[config.mk]
export PLATFORM = sky130hd
export DESIGN_NAME = sfifo_flat
export DESIGN_NICKNAME = d
export VERILOG_FILES = /design/src/rtl/sfifo_if.sv /design/src/rtl/sfifo.sv /design/src/flat_wrapper.sv
export SDC_FILE = /design/constraint.sdc
export NUM_CORES = 1
export LEC_CHECK = 0
export BUFFER_PORTS_ARGS = -buffer_cell sky130_fd_sc_hd__buf_2
export CAP_MARGIN = 20
export CORE_ASPECT_RATIO = 0.75
export CORE_MARGIN = 2
export CORE_UTILIZATION = 66
export DETAILED_ROUTE_END_ITERATION = 8
export PLACE_DENSITY_LB_ADDON = 0.1
export SLEW_MARGIN = 20
export SYNTH_ARGS = -nofsm -noshare
export SYNTH_HDL_FRONTEND = slang
export SYNTH_SLANG_ARGS = --single-unit
[constraint.sdc]
create_clock -name wb_clk_i -period 5.7 [get_ports wb_clk_i]
set_input_delay 1.14 -clock wb_clk_i [delete_from_list [all_inputs] [get_ports wb_clk_i]]
set_output_delay 1.14 -clock wb_clk_i [all_outputs]
set_load 0.01 [all_outputs]
[src/rtl/sfifo_if.sv]
// sfifo_if: groups the producer write port, consumer pop port and status of sfifo.
// Latency: none (wires only).
// Backpressure: full_o (and afull_o when SFIFO_AFULL_EN is defined) tell the producer to stop.
//
// Signals (directions seen from the FIFO, i.e. the slave modport):
//   wr_i, din_i         in   producer write request / data
//   rd_i                in   consumer pop strobe
//   flag_clr_i          in   clear sticky ovf_o/udf_o
//   dout_o              out  head word (first-word-fall-through), 0 when empty
//   empty_o, full_o     out  occupancy decodes
//   level_o             out  entry count 0..2**AW
//   ovf_o, udf_o        out  sticky overflow / underflow
//   afull_o             out  almost-full, only with SFIFO_AFULL_EN
interface sfifo_if #(
    parameter int DW = 16,
    parameter int AW = 4
);
    logic          wr_i;
    logic [DW-1:0] din_i;
    logic          rd_i;
    logic          flag_clr_i;
    logic [DW-1:0] dout_o;
    logic          empty_o;
    logic          full_o;
    logic [AW:0]   level_o;
    logic          ovf_o;
    logic          udf_o;
`ifdef SFIFO_AFULL_EN
    logic          afull_o;
`endif

    // FIFO side
    modport slave (
        input  wr_i,
        input  din_i,
        input  rd_i,
        input  flag_clr_i,
        output dout_o,
        output empty_o,
        output full_o,
        output level_o,
        output ovf_o,
`ifdef SFIFO_AFULL_EN
        output afull_o,
`endif
        output udf_o
    );

    // Producer / consumer side
    modport master (
        output wr_i,
        output din_i,
        output rd_i,
        output flag_clr_i,
        input  dout_o,
        input  empty_o,
        input  full_o,
        input  level_o,
        input  ovf_o,
`ifdef SFIFO_AFULL_EN
        input  afull_o,
`endif
        input  udf_o
    );
endinterface

[src/rtl/sfifo.sv]
// sfifo: single-clock first-word-fall-through FIFO for 16-bit motion/IO command words.
// Latency: a write at edge N is visible on dout_o after edge N; a pop advances the head on its edge.
// Backpressure: writes into a full FIFO are dropped (sticky ovf_o) unless a pop happens on that same edge.
//
// Ports:
//   wb_clk_i   in   system clock, rising edge
//   wb_rst_i   in   synchronous active-high reset, priority over all other inputs
//   bus        sfifo_if.slave: wr_i/din_i, rd_i, flag_clr_i in;
//              dout_o, empty_o, full_o, level_o, ovf_o, udf_o (afull_o) out
// Build option: define SFIFO_AFULL_EN to add the registered afull_o flag (level >= AFULL_LVL).
module sfifo #(
    parameter int DW        = 16,
    parameter int AW        = 4,
    parameter int AFULL_LVL = 12
) (
    input  logic    wb_clk_i,
    input  logic    wb_rst_i,
    sfifo_if.slave  bus
);

    localparam int          DEPTH    = 1 << AW;
    localparam logic [AW:0] LVL_FULL = (AW + 1)'(DEPTH);

    // An almost-full threshold beyond the depth could never assert.
    if (AFULL_LVL > DEPTH || AFULL_LVL < 1) begin : g_afull_lvl_chk
        $error("sfifo: AFULL_LVL must lie in 1..2**AW");
    end

    // ------------------------------------------------------------------
    // State
    // ------------------------------------------------------------------
    logic [DW-1:0] r_mem [DEPTH];
    logic [AW-1:0] r_wr_ptr;
    logic [AW-1:0] r_rd_ptr;
    logic [AW:0]   r_level;
    logic          r_ovf;
    logic          r_udf;

    logic          w_full;
    logic          w_empty;
    logic          w_wr_acc;
    logic          w_rd_acc;
    logic          w_ovf_set;
    logic          w_udf_set;
    logic [AW:0]   w_level_nxt;

    // ------------------------------------------------------------------
    // Accept decisions, all from pre-edge state
    // ------------------------------------------------------------------
    assign w_full    = (r_level == LVL_FULL);
    assign w_empty   = (r_level == '0);

    // A pop on the same edge frees the slot, so a full FIFO still takes the write.
    assign w_wr_acc  = bus.wr_i & (~w_full | bus.rd_i);
    // An empty FIFO cannot pop, even if a write lands on the same edge.
    assign w_rd_acc  = bus.rd_i & ~w_empty;

    assign w_ovf_set = bus.wr_i & w_full & ~bus.rd_i;
    assign w_udf_set = bus.rd_i & w_empty;

    always_comb begin
        w_level_nxt = r_level;
        case ({w_wr_acc, w_rd_acc})
            2'b10:   w_level_nxt = r_level + 1'b1;
            2'b01:   w_level_nxt = r_level - 1'b1;
            default: w_level_nxt = r_level;
        endcase
    end

    // ------------------------------------------------------------------
    // Storage: not cleared by reset, but a write presented with reset is dropped.
    // ------------------------------------------------------------------
    always_ff @(posedge wb_clk_i) begin
        if (!wb_rst_i && w_wr_acc) begin
            r_mem[r_wr_ptr] <= bus.din_i;
        end
    end

    // ------------------------------------------------------------------
    // Pointers and level; pointers wrap naturally at 2**AW.
    // ------------------------------------------------------------------
    always_ff @(posedge wb_clk_i) begin
        if (wb_rst_i) begin
            r_wr_ptr <= '0;
            r_rd_ptr <= '0;
            r_level  <= '0;
        end else begin
            if (w_wr_acc) begin
                r_wr_ptr <= r_wr_ptr + 1'b1;
            end
            if (w_rd_acc) begin
                r_rd_ptr <= r_rd_ptr + 1'b1;
            end
            r_level <= w_level_nxt;
        end
    end

    // ------------------------------------------------------------------
    // Sticky error flags: a set event in the clear cycle wins over the clear.
    // ------------------------------------------------------------------
    always_ff @(posedge wb_clk_i) begin
        if (wb_rst_i) begin
            r_ovf <= 1'b0;
            r_udf <= 1'b0;
        end else begin
            r_ovf <= w_ovf_set | (r_ovf & ~bus.flag_clr_i);
            r_udf <= w_udf_set | (r_udf & ~bus.flag_clr_i);
        end
    end

`ifdef SFIFO_AFULL_EN
    // ------------------------------------------------------------------
    // Almost-full: registered from the post-update level so it moves on the
    // same edge as level_o.
    // ------------------------------------------------------------------
    localparam logic [AW:0] LVL_AFULL = (AW + 1)'(AFULL_LVL);
    logic r_afull;

    always_ff @(posedge wb_clk_i) begin
        if (wb_rst_i) begin
            r_afull <= 1'b0;
        end else begin
            r_afull <= (w_level_nxt >= LVL_AFULL);
        end
    end

    assign bus.afull_o = r_afull;
`endif

    // ------------------------------------------------------------------
    // Outputs. The head word is a combinational read so the consumer can
    // latch it on the edge that pops it; stale array contents are masked
    // while empty.
    // ------------------------------------------------------------------
    assign bus.dout_o  = w_empty ? '0 : r_mem[r_rd_ptr];
    assign bus.empty_o = w_empty;
    assign bus.full_o  = w_full;
    assign bus.level_o = r_level;
    assign bus.ovf_o   = r_ovf;
    assign bus.udf_o   = r_udf;

endmodule
[src/flat_wrapper.sv]
// flat-port wrapper written by rule: the top's interface ports become plain ports
module sfifo_flat 
#(
    parameter int DW        = 16,
    parameter int AW        = 4,
    parameter int AFULL_LVL = 12
)
  (wb_clk_i, wb_rst_i, bus_wr_i, bus_din_i, bus_rd_i, bus_flag_clr_i, bus_dout_o, bus_empty_o, bus_full_o, bus_level_o, bus_ovf_o, bus_udf_o);
  sfifo_if #(.DW(DW), .AW(AW)) bus_i ();
  input  logic wb_clk_i;
  input  logic wb_rst_i;
  input wire logic [$bits(bus_i.wr_i)-1:0] bus_wr_i;
  input wire logic [$bits(bus_i.din_i)-1:0] bus_din_i;
  input wire logic [$bits(bus_i.rd_i)-1:0] bus_rd_i;
  input wire logic [$bits(bus_i.flag_clr_i)-1:0] bus_flag_clr_i;
  output wire logic [$bits(bus_i.dout_o)-1:0] bus_dout_o;
  output wire logic [$bits(bus_i.empty_o)-1:0] bus_empty_o;
  output wire logic [$bits(bus_i.full_o)-1:0] bus_full_o;
  output wire logic [$bits(bus_i.level_o)-1:0] bus_level_o;
  output wire logic [$bits(bus_i.ovf_o)-1:0] bus_ovf_o;
  output wire logic [$bits(bus_i.udf_o)-1:0] bus_udf_o;
  assign bus_i.wr_i = bus_wr_i;
  assign bus_i.din_i = bus_din_i;
  assign bus_i.rd_i = bus_rd_i;
  assign bus_i.flag_clr_i = bus_flag_clr_i;
  assign bus_dout_o = bus_i.dout_o;
  assign bus_empty_o = bus_i.empty_o;
  assign bus_full_o = bus_i.full_o;
  assign bus_level_o = bus_i.level_o;
  assign bus_ovf_o = bus_i.ovf_o;
  assign bus_udf_o = bus_i.udf_o;
  sfifo #(.DW(DW), .AW(AW), .AFULL_LVL(AFULL_LVL)) u_core (.wb_clk_i(wb_clk_i), .wb_rst_i(wb_rst_i), .bus(bus_i));
endmodule
## After elaboration in Yosys (flattened, before gate mapping)

Memory sizes are Yosys's and may differ from the RTL's. A register that Yosys moved wholly into a read port is not among the register bits.
Index checks and enable logic that the tools add are counted.

| cells by class | value |
|---|---|
| $add $sub $neg | 4 |
| multiplexer cells | 6 |
| equal/unequal tests | 3 |
| reduce and logical (&&, ||, !) cells | 4 |
| bitwise gates (word level) | 14 |

Operators by type and width:

| cell | count |
|---|---|
| 16-bit two-way mux | 1 |
| 5-bit one-hot mux with 2 select lines | 1 |
| 4-bit by 1-bit adder with 4-bit output, second input constant | 2 |
| 4-bit two-way mux | 2 |
| 1-bit bitwise AND | 7 |
| 5-bit by 1-bit adder with 5-bit output, second input constant | 1 |
| 5-bit == test, second input constant | 1 |
| 5-bit logical NOT | 1 |
| 5-bit by 1-bit subtractor with 5-bit output, second input constant | 1 |
| 1-bit NOT | 4 |
| 1-bit OR | 3 |
| 2-bit by 1-bit == test with 1-bit output, second input constant | 1 |
| 2-bit == test, second input constant | 1 |
| 1-bit two-way mux | 2 |
| 2-bit nonzero test | 1 |
| 1-bit logical AND | 1 |
| 1-bit logical NOT | 1 |

| word-level totals | value |
|---|---|
| bits in writable memories | 256 |
| memories kept | 1 |
| register bits | 15 |
| input bits | 21 |
| output and inout bits | 25 |
| word-level logic and storage cells | 37 |

Memory list:

| memory | words | width | read ports | clocked after Yosys merged registers in | wr ports | line | RTL |
|---|---|---|---|---|---|---|---|
| u_core.r_mem | 16 | 16 | 1 | 1 | 1 | sfifo.sv:32 | `logic [DW-1:0] r_mem [DEPTH];` |

## Longest topological paths before layout

Gate-level depths: netlist (run 1).

| depth | value |
|---|---|
| depth after elaboration | 7 |
| mapped depth | 13 |
| depth with buffers taken out | 10 |

## Least setup slack after synthesis (run 1)

No wires, ideal clock.

| path | value |
|---|---|
| path type | input port to flip-flop |
| from | in bus_rd_i |
| to | reg u_core.r_level[4], in the netlist u_core.bus.level_o[4] |
| data arrival time | 3.220 ns |
| path slack | 2.417 ns |
| data required time | 5.637 ns |
| library setup time | 0.063 ns |
| buffers on the path | 2 |
| stages on the path | 11 |
| cell sequence | o31a_1 buf_6 inv_1 ha_1 clkbuf_1 xor2_1 ha_1 a21oi_1 a221oi_1 or4b_1 nand3_1 |

| between the ends | value |
|---|---|
| word-level cells in the longest chain between the ends | 4 |
| elaborated cells on any way between the ends | 7 |

RTL lines:

| element | line | RTL |
|---|---|---|
| start: declaration | flat_wrapper.sv:14 | `input wire logic [$bits(bus_i.rd_i)-1:0] bus_rd_i;` |
| 1-bit OR | sfifo.sv:54 | `assign w_wr_acc = bus.wr_i & (~w_full \| bus.rd_i);` |
| 1-bit bitwise AND | sfifo.sv:54 |  |
| 2-bit by 1-bit == test with 1-bit output or 2-bit == test (tied branches) | sfifo.sv:63 | `case ({w_wr_acc, w_rd_acc})` |
| 5-bit one-hot mux with 2 select lines or 2-bit nonzero test (tied branches) | n/a |  |
| end signal: assignment | sfifo.sv:94 | `r_level <= w_level_nxt;` |
| end: declaration | sfifo.sv:35 | `logic [AW:0] r_level;` |

Several ways; a longest one is shown, not always the timed one.
A chain may end at the register's enable or synchronous reset.

==> results of run 1 <==
[power breakdown]
group | switching, W | leakage [nW] | internal, W | total, W
Sequential | 0.000101 | 2.46 | 0.00227 | 0.00237
Combinational | 0.000561 | 0.991 | 0.000482 | 0.00104
Clock | 0.000664 | 0.359 | 0.000883 | 0.00155
Total | 0.00133 | 3.81 | 0.00363 | 0.00496
[registers in the layout, summed over array words and instances, names as in the netlist, named ones only]
register	count
u_core.r_mem	256
u_core.bus.level_o	5
u_core.r_rd_ptr	4
u_core.r_wr_ptr	4
u_core.bus.ovf_o	1
u_core.bus.udf_o	1
[cells by family after synthesis]
family | after synthesis | share of synthesized area (%)
xor+xnor | 8 | 0.645
simple gates | 79 | 3.83
fa+ha+maj | 9 | 1.04
compound gates | 47 | 3.34
flops | 275 | 74.3
buf+inv | 37 | 1.69
mux | 84 | 15.1
[final cells by class]
class,instances,area (µm²)
well taps,210,263
clock buffers,29,641
repair buffers,58,347
multi-input cells,227,2680
inverters,7,26.3
clock inverters,12,98.8
fillers,846,3930
diodes,1,2.50
flip-flops and latches,275,8080
[metal layers]
layer  up-vias  track usage [%]  routed length (µm)
li1       2321                -                   -
met1      2765             35.9                8540
met2       245             40.9               10500
met3        33             4.98                1760
met4         0             6.42                 398
met5         -                0                   0
[cells in the final DEF (no fill, tap or decap), drive strengths merged, types with 3 or more instances in the layout]
master | netlist | layout
nor2b | 17 | 17
o21ai | 3 | 3
xor2 | 6 | 6
dfxtp | 19 | 19
ha | 9 | 9
inv | 7 | 7
a211oi | 32 | 32
mux4 | 64 | 64
nand2 | 9 | 9
clkbuf | 11 | 29
clkinv | 0 | 10
buf | 19 | 58
edfxtp | 256 | 256
nor3 | 3 | 3
nor2 | 32 | 32
mux2i | 19 | 19
[worst reg2reg max path, stage by stage (launching register included)]
cell and delay [ns]:
dfxtp_1 0.37, or4_1 0.71, o31a_1 0.43, inv_1 0.12, ha_1 0.35, xor2_1 0.20
ha_1 0.19, a21oi_1 0.08, a221oi_1 0.43, or4b_1 0.47, nand3_1 0.09
[worst max path at each step]
stage | end | cells after the start
global route | bus_dout_o[8] | 5
CTS | bus_dout_o[8] | 5
detailed placement | u_core.bus.level_o[4]$_SDFFE_PP0P_ | 10
global placement | bus_dout_o[8] | 5
floorplan | u_core.bus.level_o[4]$_SDFFE_PP0P_ | 11
finish | bus_dout_o[8] | 5
[per-stage QoR]
step	setup slack (ns)	hold WS [ns]	instances	utilization, %	power (W)
after global placement	2.03	0.500	775	70.4	0.00340
after detailed placement	2.02	0.508	776	70.7	0.00344
after global routing	1.35	0.561	818	75.5	0.00516
final	1.46	0.532	819	75.5	0.00496
after floorplan	2.42	0.485	539	-	0.00313
after CTS	1.52	0.532	817	75.3	0.00497
==> impl_metrics.toml, run 1 <==
[clocking]
post-cts-setup-buffer-count = 0
numCtsBuffers = 25
cts_resized = 0
cts_tree = "yes"
cts_buffer_depth = 3
clk_pin_slew_ns = 0.06
cts_hold_buffers = 0
cts.sinks = 275
cts_htree_levels = 1
clkLatencyLatePin_ns = 0.51
cts_root_buf = "clkbuf_16"

[synth]
synth_area_um2 = 10900
ys_seq_area_share_pct = 74.3
synth-main-ff-cell = "edfxtp_1"
yosysWarnings = 0
synthTopCellsByCount = "edfxtp_1 (256), mux4_2 (64), a211oi_1 (32), nor2_1 (31)"
async_reset_ff_share_pct = 0
yosys.area.top_type = "edfxtp_1"
synth-edff-count = 256
avgSynthCellArea_um2 = 20.1
synth_most_common_cell = "edfxtp_1"
yosysTopAreaCellShare_pct = 70.8
synth_fp_nets = 569
netlist_top_cells_area = "edfxtp_1 (71%), mux4_2 (13%), dfxtp_1 (3.5%)"
ys_types = 43
ys_ff_latch = 275
syn-instance-count = 539

[grt]
grt.total_usage_pct = 25.0
grt_first_pass_wirelength_mm = 32.2
antenna_found_initial = 1
overflow = 0
grt_pass1_vias = 5359
grt_max_degree = 65

[sta]
rsz0062_at_grt = "false"
final-setup-viol-count = 0
finalCritPeriodShare_pct = 74.4
hold_violations = 0
max_slew_margin_pct = 25.4
fin_tns_setup_ns = 0
max_freq_mhz = 236
worst_pin_slew_ns = 1.12
finalMaxSlewViolations = 0
layout_min_cycle_time_ns = 4.24
clock_skew_ns = 0.0158

[setup_path]
crit_chain = "buf_4 -> mux4_2 -> a211oi_1 -> a211oi_1 -> buf_2"
path_buf_inv = 2
crit_type = "register to output pin"
cp_data_arrival_time_ns = 3.10
critPathMostFrequentCell = "a211oi_1"
end_kind = "output pin"
r2r_start = "u_core.bus.level_o[0]$_SDFFE_PP0P_"
slowest_stage = "dfxtp_4"
reg2reg_slack_ns = 2.21
cp_max_fo = 33
crit_path_start_kind = "register"
slowest_delay_ns = 0.72
cp.required_ns = 4.56
cp_top_family = "flip-flops"
rr_worst_depth = 10
rr_endpoint = "u_core.bus.level_o[4]$_SDFFE_PP0P_"

[final_layout]
drive_gt1_share_pct = 28.5
area_growth_pct = 11.8
final_nets = 624
postLayoutCellArea_um2 = 12100

[die]
io_pins = 46
die-area_um2 = 17500
dieHeight_um = 115
row_count = 40
fp.dieW_um = 152
start_util_pct = 67.6
core_area_um2 = 16100

[placed_design]
place_congestion = 0.761
io_buffers = 45
hpwl_mm = 12.1
placedInstanceArea_um2 = 11400

[min_path]
hold_depth = 2
min_to = "u_core.bus.ovf_o$_SDFF_PP0_"
worstHoldStart = "u_core.bus.ovf_o$_SDFF_PP0_"
hold_path.class = "register to register"

[detailed_routing]
drt_pass1_iterations = 5
antenna_left = 0
drt_wl_total_mm = 21.1
vias_per_cell = 6.55
drtIter0Drc = 621
routedWlPerCell_um = 25.8
route.detailed.drc = 0
vias = 5364

[power_and_ir_drop]
cellLeakagePower_nw = 3.81
p_per_area_nw_per_um2 = 409
peakVddDrop_mv = 0.309

[job]
drv_cap = 0

[run_status]
status = "finished clean"
No activity file was read; power rests on OpenSTA's default activity.
==> run 2: changes to the inputs <==
--- a/config.mk
+++ b/config.mk
@@ -5,11 +5,12 @@
 export SDC_FILE = /design/constraint.sdc
 export NUM_CORES = 1
 export LEC_CHECK = 0
+export ABC_AREA = 1
 export BUFFER_PORTS_ARGS = -buffer_cell sky130_fd_sc_hd__buf_2
 export CAP_MARGIN = 20
 export CORE_ASPECT_RATIO = 0.75
 export CORE_MARGIN = 2
-export CORE_UTILIZATION = 66
+export CORE_UTILIZATION = 61
 export DETAILED_ROUTE_END_ITERATION = 8
 export PLACE_DENSITY_LB_ADDON = 0.1
 export SLEW_MARGIN = 20
==> constraint.sdc (replaced) <==
create_clock -name wb_clk_i -period 4.3 [get_ports wb_clk_i]
set_input_delay 0.86 -clock wb_clk_i [delete_from_list [all_inputs] [get_ports wb_clk_i]]
set_output_delay 0.86 -clock wb_clk_i [all_outputs]
set_load 0.01 [all_outputs]
==> run 2 against run 1 <==
Net effect:
- non-clock buffer count is 14 higher
- largest power group unchanged
- clock power is 29% higher
- via count rose by 40%
- wire length up 26%
- register-to-register slack worse by 0.22 ns
- synthesized area up 3.9%
==> impl_metrics.toml, run 2 <==
[setup_path]
cp_data_arrival_time_ns = 2.74
crit_path_start_kind = "register"
crit_type = "register to output pin"
rr_worst_depth = 16
end_kind = "output pin"
cp_max_fo = 71
cp.required_ns = 3.44
r2r_start = "u_core.bus.level_o[1]$_SDFFE_PP0P_"

[detailed_routing]
vias_per_cell = 5.74
route.detailed.drc = 0
vias = 7483
drt_pass1_iterations = 5
drtIter0Drc = 747
antenna_left = 0
drt_wl_total_mm = 26.7
routedWlPerCell_um = 20.5

[placed_design]
place_congestion = 0.762
hpwl_mm = 14.3
io_buffers = 45
placedInstanceArea_um2 = 11800
place_inst = 1260

[die]
start_util_pct = 61.6
io_pins = 46
fp.dieW_um = 161
core_area_um2 = 18300
die-area_um2 = 19600
row_count = 43
dieHeight_um = 122

[power_and_ir_drop]
cellLeakagePower_nw = 4.66
p_per_area_nw_per_um2 = 552
pwr-share-clk_pct = 28.9
peakVddDrop_mv = 0.603
sequentialPowerShare_pct = 44.1
power_frac_comb_pct = 27.0
switching_share_pct = 32.9
p_int_w = 0.00463
switching_power_w = 0.00227

[clocking]
numCtsBuffers = 25
cts_htree_levels = 1
cts_resized = 0
clkLatencyLatePin_ns = 0.53
cts_hold_buffers = 0
cts_root_buf = "clkbuf_16"
clk_pin_slew_ns = 0.07
cts_tree = "yes"
post-cts-setup-buffer-count = 0
cts_buffer_depth = 3
cts.sinks = 275

[synth]
yosysWarnings = 0
synth_compound_area_share_pct = 1.58
async_reset_ff_share_pct = 0
synth_fa_ha_area_share_pct = 0.999
yosys.area.top_type = "edfxtp_1"
syn-instance-count = 994
ys_seq_area_share_pct = 71.5
synth_most_common_cell = "nand2_1"
yosysTopAreaCellShare_pct = 68.2
ys_types = 21
synth-edff-count = 256
synthTopCellsByCount = "nand2_1 (352), edfxtp_1 (256), nand3_1 (206)"
avgSynthCellArea_um2 = 11.3
synth_fp_nets = 1024
synth-main-ff-cell = "edfxtp_1"
synthMuxAreaShare_pct = 0
synth_area_um2 = 11300
netlist_top_cells_area = "edfxtp_1 (68%), nand2_1 (12%), nand3_1 (9.1%)"
synth_top_family_by_area = "simple AND/OR/NAND/NOR gates"
ys_ff_latch = 275
yosys.area_share.xor_xnor_pct = 0.466
synthSimpleGateAreaFrac_pct = 22.0

[final_layout]
final_nets = 1070
num_antenna_cells = 0
area_growth_pct = 11.0
final_cell_mix = "nand2_1 (352), edfxtp_1 (256), nand3_1 (206)"
final_util_pct = 68.4
largest_register = "u_core.r_mem"
largest_reg_flops = 256
fillers = 1358
drive_gt1_share_pct = 12.2
final_common_cell = "nand2_1"
instances_no_fill = 1304
postLayoutCellArea_um2 = 12500

[grt]
grt_first_pass_wirelength_mm = 40.7
grt_max_degree = 129
grt_pass1_vias = 6828
overflow = 0
antenna_found_initial = 1
grt.total_usage_pct = 27.9

[job]
drv_cap = 0

[run_status]
status = "finished clean"

[min_path]
hold_path.class = "register to register"
hold_depth = 2
worstHoldStart = "u_core.bus.ovf_o$_SDFF_PP0_"

[sta]
finalCritPeriodShare_pct = 83.8
finalMaxSlewViolations = 0
final-setup-viol-count = 0
fin_tns_setup_ns = 0
worst_pin_slew_ns = 0.969
clock_skew_ns = 0.00920
max_slew_margin_pct = 35.4
rsz0062_at_grt = "false"
hold_violations = 0
max_freq_mhz = 278
layout_min_cycle_time_ns = 3.60
-- run 2: changes by cell type after synthesis, moves of 4 or more --
cell	previous run	this run
a211oi_1	32	0
a21oi_1	2	28
buf_1	1	5
buf_2	12	28
buf_4	4	14
clkbuf_1	11	6
inv_1	7	23
mux2i_1	19	0
mux4_2	64	0
nand2_1	9	352
nand3_1	2	206
nor2b_1	17	0
o21ai_0	2	6
-- run 2: worst max-delay path: stages, from the launching register on --
cell      delay, ns
dfxtp_4        0.36
clkinv_2       0.35
buf_12         0.37
nand2_1        0.09
nand3_1        0.08
nand3_1        0.09
nand2_1        0.13
nand2_1        0.06
a21oi_1        0.42
buf_2          0.23
-- run 2: worst paths after layout --
check	end	slack, ns
setup / recovery	bus_dout_o[7]	0.70
hold / removal	u_core.bus.ovf_o$_SDFF_PP0_	0.48
setup reg to reg	u_core.bus.level_o[4]$_SDFFE_PP0P_	1.99
hold reg to reg	u_core.bus.ovf_o$_SDFF_PP0_	0.48
-- run 2: area by class of cell --
| class | count | area, µm² | area share, % |
|---|---|---|---|
| sequential | 275 | 8070 | 64.5 |
| multi-input combinational | 639 | 2860 | 22.9 |
| clock buffer | 31 | 648 | 5.18 |
| timing repair buffer | 72 | 453 | 3.62 |
| tap | 247 | 309 | 2.47 |
| inverter | 27 | 103 | 0.820 |
| clock inverter | 13 | 70.1 | 0.560 |
-- run 2: per-layer routing --
metal / GRT usage (%) / wire, µm / vias up
met4: 6.86 / 491 / 2
met3: 5.48 / 2300 / 41
met1: 41.0 / 11600 / 3608
met5: 0 / 13 / -
li1: - / - / 3526
met2: 43.9 / 12300 / 306
-- run 2: power groups by stage --
stage | combinational [W] | sequential (W) | clock [W]
after floorplan | 0.00127 | 0.00310 | 0
after global routing | 0.00208 | 0.00305 | 0.00211
final | 0.00186 | 0.00304 | 0.00200
after global placement | 0.00183 | 0.00310 | 0
after detailed placement | 0.00185 | 0.00310 | 0
after CTS | 0.00186 | 0.00304 | 0.00202
-- run 2: kinds of logic (layout without fill, tap and decap cells) --
group / count (synthesis) / count (layout)
AND/OR/NAND/NOR: 589 / 589
flip-flops: 275 / 275
buffers and inverters: 80 / 143
AO/OA/AOI/OAI: 35 / 35
adder cells (fa/ha/maj): 9 / 9
XOR/XNOR: 6 / 6
-- run 2: through the flow --
| step | total power (W) | hold WS, ns | setup WS (ns) |
|---|---|---|---|
| 6_report | 0.00691 | 0.477 | 0.697 |
| 3_3_place_gp | 0.00493 | 0.453 | 1.36 |
| 4_1_cts | 0.00693 | 0.475 | 0.756 |
| 5_1_grt | 0.00725 | 0.510 | 0.484 |
| 2_1_floorplan | 0.00436 | 0.447 | 1.88 |
| 3_5_place_dp | 0.00495 | 0.464 | 1.33 |
